$ cat src/rtl/ad9228_pkg.sv
// Shared constants and types for the AD9228 transmit emulator.
package ad9228_pkg;

  localparam int AD9228_BITS = 12;

  localparam logic [AD9228_BITS-1:0] AD9228_MIDSCALE = {1'b1, {(AD9228_BITS-1){1'b0}}};
  localparam logic [AD9228_BITS-1:0] AD9228_CHECK_A  = 12'hAAA;
  localparam logic [AD9228_BITS-1:0] AD9228_CHECK_B  = 12'h555;

  // Output pattern selected by the mode input, sampled at every frame load.
  typedef enum logic [1:0] {
    NORMAL   = 2'd0,
    MIDSCALE = 2'd1,
    CHECKER  = 2'd2,
    RAMP     = 2'd3
  } ad9228_mode_e;

  // Transmitter state: idle (pins quiet) or streaming frames.
  typedef enum logic {
    IDLE = 1'b0,
    RUN  = 1'b1
  } ad9228_state_e;

endpackage

$ cat src/rtl/ad9228_lane_ser.sv
// One serial lane: parallel-load shift register with a registered output bit.
// A load presents the first bit of the new word on the same edge; each shift
// presents the next bit. Clear parks the lane at 0 while the link is idle.
module ad9228_lane_ser #(
  parameter int BITS      = 12,
  parameter bit LSB_FIRST = 1'b0
) (
  input  logic            clk,
  input  logic            rst,
  input  logic            load,
  input  logic            shift,
  input  logic            clear,
  input  logic [BITS-1:0] data,
  output logic            dout
);

  logic [BITS-1:0] sr_q;

  // Shift register and output bit; the word is consumed from one end.
  // NOTE: sequential state uses non-blocking assignments so every flop samples
  // pre-edge values, independent of statement order.
  always_ff @(posedge clk) begin
    if (rst || clear) begin
      sr_q <= '0;
      dout <= 1'b0;
    end else if (load) begin
      if (LSB_FIRST) begin
        dout <= data[0];
        sr_q <= data >> 1;
      end else begin
        dout <= data[BITS-1];
        sr_q <= data << 1;
      end
    end else if (shift) begin
      if (LSB_FIRST) begin
        dout <= sr_q[0];
        sr_q <= sr_q >> 1;
      end else begin
        dout <= sr_q[BITS-1];
        sr_q <= sr_q << 1;
      end
    end
  end

endmodule

$ cat src/rtl/ad9228_tx_emulator.sv
// AD9228 serial LVDS transmit model: frame FSM, bit counter, one-word hold
// register with valid/ready input, test-pattern generators, FCO/DCO
// generation and NUM_CHANNELS lane serializers. One serial bit per clk.
module ad9228_tx_emulator
  import ad9228_pkg::*;
#(
  parameter int NUM_CHANNELS = 8,
  parameter int BITS         = AD9228_BITS,
  parameter bit LSB_FIRST    = 1'b0
) (
  input  logic                         clk,
  input  logic                         rst,
  input  logic                         en,
  input  logic [1:0]                   mode,
  input  logic [NUM_CHANNELS*BITS-1:0] s_data,
  input  logic                         s_valid,
  output logic                         s_ready,
  output logic [NUM_CHANNELS-1:0]      din,
  output logic                         fco,
  output logic                         dco,
  output logic                         frame_start,
  output logic                         underflow
);

  localparam int W     = NUM_CHANNELS * BITS;
  localparam int CNT_W = (BITS > 2) ? $clog2(BITS) : 1;

  localparam logic [CNT_W-1:0] LAST_BIT = CNT_W'(BITS - 1);
  localparam logic [CNT_W-1:0] HALF_BIT = CNT_W'(BITS / 2);

  // Per-lane patterns derived from BITS (equal to the package values at 12 bits).
  localparam logic [BITS-1:0] PAT_MID = {1'b1, {(BITS-1){1'b0}}};
  localparam logic [BITS-1:0] PAT_A   = {(BITS/2){2'b10}};
  localparam logic [BITS-1:0] PAT_B   = {(BITS/2){2'b01}};

  ad9228_state_e    state_q, state_d;
  logic [CNT_W-1:0] bit_cnt_q, bit_cnt_d;
  logic             load, shift, lane_clear;

  logic [W-1:0]     hold_q, last_q, frame_word;
  logic             hold_full_q, hold_full_d;
  logic             xfer, take_hold, set_uf;
  logic [BITS-1:0]  ramp_q;
  logic             phase_q;

  assign xfer       = s_valid & s_ready;
  assign lane_clear = (state_d == IDLE);

  // Next state and bit counter; a frame always runs to its last bit before en is honoured.
  // NOTE: every combinational output gets a default first so no path leaves it
  // unassigned, which would otherwise infer a latch.
  always_comb begin
    state_d   = state_q;
    bit_cnt_d = bit_cnt_q;
    load      = 1'b0;
    shift     = 1'b0;
    case (state_q)
      IDLE: begin
        if (en) begin
          state_d   = RUN;
          bit_cnt_d = '0;
          load      = 1'b1;
        end
      end
      RUN: begin
        if (bit_cnt_q == LAST_BIT) begin
          bit_cnt_d = '0;
          if (en) load    = 1'b1;
          else    state_d = IDLE;
        end else begin
          bit_cnt_d = bit_cnt_q + CNT_W'(1);
          shift     = 1'b1;
        end
      end
      default: state_d = IDLE;
    endcase
  end

  // Word for the next frame, chosen by the mode present at the load.
  always_comb begin
    frame_word = last_q;
    take_hold  = 1'b0;
    set_uf     = 1'b0;
    case (ad9228_mode_e'(mode))
      NORMAL: begin
        if (hold_full_q) begin
          frame_word = hold_q;
          take_hold  = load;
        end else begin
          set_uf = load;
        end
      end
      MIDSCALE: frame_word = {NUM_CHANNELS{PAT_MID}};
      CHECKER:  frame_word = {NUM_CHANNELS{phase_q ? PAT_B : PAT_A}};
      RAMP:     frame_word = {NUM_CHANNELS{ramp_q}};
      default:  ;
    endcase
  end

  // Hold occupancy: filled by a transfer, emptied only by a normal-mode load.
  always_comb begin
    hold_full_d = hold_full_q;
    if (xfer)           hold_full_d = 1'b1;
    else if (take_hold) hold_full_d = 1'b0;
  end

  // Hold data register; accepted words wait here until the next frame boundary.
  // NOTE: the data is deliberately not reset; hold_full_q qualifies it, so
  // stale contents are never observed.
  always_ff @(posedge clk) begin
    if (xfer) hold_q <= s_data;
  end

  // Control state, pattern generators and registered frame-timing outputs.
  always_ff @(posedge clk) begin
    if (rst) begin
      state_q     <= IDLE;
      bit_cnt_q   <= '0;
      hold_full_q <= 1'b0;
      last_q      <= '0;
      ramp_q      <= '0;
      phase_q     <= 1'b0;
      underflow   <= 1'b0;
      s_ready     <= 1'b0;
      fco         <= 1'b0;
      dco         <= 1'b0;
      frame_start <= 1'b0;
    end else begin
      state_q     <= state_d;
      bit_cnt_q   <= bit_cnt_d;
      hold_full_q <= hold_full_d;
      s_ready     <= ~hold_full_d;
      if (take_hold) last_q <= hold_q;
      if (load && (mode == CHECKER)) phase_q <= ~phase_q;
      if (load && (mode == RAMP))    ramp_q  <= ramp_q + BITS'(1);
      // Entering RUN restarts the sticky flag; an empty-hold load in that
      // same frame still reports itself.
      if (load) underflow <= set_uf | ((state_q == RUN) & underflow);
      fco         <= (state_d == RUN) && (bit_cnt_d < HALF_BIT);
      dco         <= (state_d == RUN) && bit_cnt_d[0];
      frame_start <= load;
    end
  end

  for (genvar c = 0; c < NUM_CHANNELS; c++) begin : g_lane
    ad9228_lane_ser #(
      .BITS      (BITS),
      .LSB_FIRST (LSB_FIRST)
    ) u_ser (
      .clk   (clk),
      .rst   (rst),
      .load  (load),
      .shift (shift),
      .clear (lane_clear),
      .data  (frame_word[c*BITS +: BITS]),
      .dout  (din[c])
    );
  end

endmodule
$ cat config.mk
export PLATFORM = sky130hd
export DESIGN_NAME = ad9228_tx_emulator
export DESIGN_NICKNAME = d
export VERILOG_FILES = /design/src/rtl/ad9228_pkg.sv /design/src/rtl/ad9228_lane_ser.sv /design/src/rtl/ad9228_tx_emulator.sv
export SDC_FILE = /design/constraint.sdc
export NUM_CORES = 1
export LEC_CHECK = 0
export ABC_AREA = 1
export BUFFER_PORTS_ARGS = -buffer_cell sky130_fd_sc_hd__buf_2
export CAP_MARGIN = 25
export CORE_MARGIN = 1
export CORE_UTILIZATION = 56
export CTS_CLUSTER_SIZE = 28
export DETAILED_ROUTE_END_ITERATION = 7
export GPL_ROUTABILITY_DRIVEN = 0
export PLACE_DENSITY = 0.76
export SLEW_MARGIN = 20
export SYNTH_ARGS = -nofsm -noshare
export SYNTH_HDL_FRONTEND = slang
export SYNTH_HIERARCHICAL = 1
export SYNTH_SLANG_ARGS = --single-unit
$ cat constraint.sdc
create_clock -name clk -period 3.95 [get_ports clk]
set_input_delay 0.79 -clock clk [delete_from_list [all_inputs] [get_ports clk]]
set_output_delay 0.79 -clock clk [all_outputs]
set_load 0.03 [all_outputs]
* Word level (Yosys, flattened, before mapping) *
Cells that the tools add are included.

word-level totals
  register bits = 312
  latch bits = 0
  RAM bits = 0
  memory bits (read-only) = 0
  bits of input ports = 102
  output and inout port bits = 13
  logic and storage cells = 100
  memories kept = 0

operators by class
  $add $sub $neg = 2
  multipliers = 0
  div/mod/pow operators = 0
  order comparisons = 1
  eq/ne operators = 4
  shift operators = 0
  muxes and demuxes = 51
  bitwise logic cells = 7
  reductions and logical operators = 7

operators with widths
  operator                                                                       count
  96-bit case mux with 4 select lines                                            1
  12-bit 2-to-1 mux                                                              17
  96-bit 2-to-1 mux                                                              1
  1-bit 2-to-1 mux                                                               27
  12-bit by 1-bit adder with 12-bit output (second input constant)               1
  4-bit 2-to-1 mux                                                               2
  4-bit case mux with 2 select lines                                             1
  4-bit by 1-bit adder with 4-bit output (second input constant)                 1
  2-bit == test (second input constant)                                          2
  4-bit == test (second input constant)                                          1
  1-bit logical AND                                                              4
  4-bit by 3-bit less-than comparator with 1-bit output (second input constant)  1
  1-bit NOT                                                                      4
  1-bit case mux with 2 select lines                                             2
  1-bit AND                                                                      2
  2-bit by 1-bit == test with 1-bit output (second input constant)               1
  2-bit zero test                                                                1
  2-bit nonzero test                                                             1
  1-bit logical OR                                                               1
  1-bit bitwise OR                                                               1

* Longest topological paths before layout *
  depth after elaboration = 8
  mapped depth = 11
  mapped depth without buffers = 10

* Modules after synthesis *
Netlist, hierarchy kept.

modules (own cells, without submodules)
  module              times used  cells an instance  area an instance (um^2)
  ad9228_tx_emulator  1           1010               8778.4
  ad9228_lane_ser     8           91                 581.8

* Worst setup path before layout *
OpenSTA, ideal clock, no wires.

  kind = input to register
  start = input port s_valid
  end = register s_ready
  library setup time = 0.117 ns
  arrival = 3.062 ns
  data required time = 3.833 ns
  path slack = 0.771 ns
  stages on the path = 4
  path buffers = 0
  cell sequence = nand2_1 inv_1 a21oi_1 and2_1

on the way
  word-level cells in the longest chain between the ends = 3

RTL lines
  element               line                       source
  start, declared       ad9228_tx_emulator.sv:16   input logic s_valid,
  1-bit AND             ad9228_tx_emulator.sv:46   assign xfer = s_valid & s_ready;
  net xfer              ad9228_tx_emulator.sv:42   logic xfer, take_hold, set_uf;
  1-bit 2-to-1 mux      ad9228_tx_emulator.sv:103  if (xfer) hold_full_d = 1'b1;
  1-bit NOT             ad9228_tx_emulator.sv:132  s_ready <= ~hold_full_d;
  end signal, assigned  ad9228_tx_emulator.sv:132
  end, declared         ad9228_tx_emulator.sv:17   output logic s_ready,

The timed path passes the listed nets, and every way through them passes these cells.
A chain may end at the register's enable or synchronous reset.

* Worst setup path after layout *
  start = register bit_cnt_q[0]
  end = register g_lane[3].u_ser.sr_q[3]

RTL lines
  element                                                  line                       source
  start, declared                                          ad9228_tx_emulator.sv:37   logic [CNT_W-1:0] bit_cnt_q, bit_cnt_d;
  start signal, assigned                                   ad9228_tx_emulator.sv:130  bit_cnt_q <= bit_cnt_d;
  4-bit == test *                                          ad9228_tx_emulator.sv:66   if (bit_cnt_q == LAST_BIT) begin
  1-bit 2-to-1 mux *                                       ad9228_tx_emulator.sv:66
  1-bit case mux with 2 select lines *                     ad9228_tx_emulator.sv:57   case (state_q)
  net load                                                 ad9228_tx_emulator.sv:38   logic load, shift, lane_clear;
  12-bit 2-to-1 mux or 2-bit nonzero test (tied branches)  -
  end signal, assigned                                     ad9228_lane_ser.sv:29      sr_q <= data >> 1;
  end signal, assigned                                     ad9228_lane_ser.sv:32      sr_q <= data << 1;
  end signal, assigned                                     ad9228_lane_ser.sv:37      sr_q <= sr_q >> 1;
  end, declared                                            ad9228_lane_ser.sv:17      logic [BITS-1:0] sr_q;

The timed path passes the listed nets; every way through them passes the cells marked *.

==> metrics.txt <==
status=complete, no violations; Post-Syn Instances=1738; Fin Hold WS=0.3982 ns; FF+latch count, synth=312; Synth top area share=32.19%; Slew HR=35.39%; total number of vias=11330; core box area=0.02347 mm2; most frequent cells in the layout=nand2_1 (460), inv_1 (223), dfxtp_1 (216), nand3_1 (158), a21oi_1 (131); Cell variety after synth=25; CP Capture Type=register; Crit Path Category=register to register; PnR worst setup slack=1.231 ns; Die Wd=156.9 um; cts hold-fix bufs=0; Starting Density=57.23%; full die area=0.02461 mm2; top cells by area, synth=dfxtp_1 (32%), edfxtp_1 (21%), nand2_1 (13%); synthesized net count=1842; global route overflow=0; Max Freq=367.8 MHz; largest net degree at the start of global routing=97; post-synthesis sequential area ratio=53.65%; Die Y=156.9 um; Peak VDD IR=406.2 uV; min Tclk post-route=2.719 ns; clock latency on the worst-skew pair=0.56 ns; non-filler cells, final=2162; DR iter-0 viols=949; CTS tree=done; H-tree depth=1; cell area after layout=0.01516 mm2; pwr dens=446.7 mW/mm2; RSZ-0062 raised after global routing=false; post-DP HPWL=19.74 mm; io pins=115; number of core rows=56; CTS sink cnt=312; clk_skew=0.01325 ns; final hold violation count=0; NumNets Final=1922; layout cells sized above 1=11.12%; Tightest Pin Transition=0.9691 ns; Avg Vias per Cell=5.241; number of diodes=0; # resized after CTS=0; final setup vio count=0; CP startpoint kind=register; initial antenna violation count=0; clock transition at the registers of the reported paths=0.06 ns; Max clock buf depth=3; Post-DRT Antenna Nets=0; Fin Setup TNS=0 ns; Max-cap violations=0; setup repair bufs after CTS=0; dpl ws=1.213 ns; global-route wire length before repair=51.38 mm; syn_area_per_cell=7.729 um2; yosys warns=6; HP Class=input pin to register; drc violations=0; WL per Instance=14.71 um; Final Max Slew Viols=0; Detailed Routing Iterations Pass 1=5; worst path required time=4.46 ns; commonest non-fill, non-tap cell in the layout=nand2_1; Cell Area, Placed=0.01417 mm2; gr usage total=26.26%; Leak=0.006953 uW; number of buffers added on ports=114; leading area contributor after synthesis=dfxtp_1; vias in the first global route=10250; fin crit share=68.84%; Critical Path AT=3.23 ns; post-synthesis cell area=0.01343 mm2; routed wire length=31.81 mm; Root Driver=clkbuf_16; critical-path maximum fanout=36; dpl cells=2103; Num CTS Buffers=31; area grow syn2layout=12.83%
final cells by class:
type,instances,area [um2]
well taps,319,399.1
multi-input cells,1111,4931
fillers,2012,8317
repair buffers,136,800.8
flip-flops and latches,312,7207
clock buffers,43,870.8
clock inverters,15,96.34
inverters,226,850.8
report_power, final:
part	internal [uW]	total, uW	switching (uW)
sequential	3410	3460	54.7
combinational	155	521	366
clock	1590	2790	1190
total	5160	6770	1610
synthesized netlist by cell type, drive strengths merged:
cell type  count
ha             2
nand3b         3
o22ai          2
clkbuf        35
buf           54
edfxtp        96
inv          226
xor2           3
nor3           2
o211ai         1
a22o           1
and2           2
nand2        461
nor2         138
nand4          1
a21oi        131
nand3        159
dfxtp        216
o21ai        205
worst max-delay path: stages, from the launching register on:
cell and delay (ns):
dfxtp_1 0.33, ha_1 0.22, nand3_1 0.11, nand2_1 0.18, nand2_1 0.17, clkinv_2 0.40, buf_4 0.45, nor2_2 0.45
nand2_1 0.12, nand3_1 0.10, nand2_1 0.05, inv_1 0.06
flip-flops by register name, indices dropped and copies added (netlist names), 4 cells and up:
name,count
bit_cnt_q,4
ramp_q,12
g_lane.u_ser/dout,8
last_q,96
hold_q,96
g_lane.u_ser/sr_q,88
per-stage QoR:
| step | total power [uW] | utilization (%) |
|---|---|---|
| 2_1_floorplan | 3868 | - |
| 3_3_place_gp | 4032 | 60.33 |
| 3_5_place_dp | 4041 | 60.36 |
| 4_1_cts | 6807 | 64.48 |
| 5_1_grt | 7011 | 64.57 |
| 6_report | 6770 | 64.57 |
metal layers:
metal | track usage, % | routed length (um) | vias up
met5 | 0 | 0 | -
met4 | 7.703 | 727 | 0
met3 | 3.545 | 1894 | 50
met2 | 41.61 | 14110 | 332
met1 | 37.32 | 15080 | 5219
li1 | - | - | 5730
final timing paths:
path	cells past startpoint	slack, ns	to	start
max	11	1.23	g_lane[3].u_ser/sr_q[3]	bit_cnt_q[0]
max reg2reg	11	1.23	g_lane[3].u_ser/sr_q[3]	bit_cnt_q[0]
min	1	0.40	hold_q[12]	s_data[12]
min reg2reg	2	0.46	g_lane[6].u_ser/sr_q[1]	g_lane[6].u_ser/sr_q[1]
logic make-up (layout without fill, tap and decap cells):
group           Yosys count  after routing  share of synthesized area [%]
xor+xnor                  3              3                         0.1956
compound gates          340            340                          12.73
simple gates            766            766                          23.43
flops                   312            312                          53.65
buf+inv                 315            420                          9.808
fa+ha+maj                 2              2                         0.1863
(Power assumes the default switching activity.)
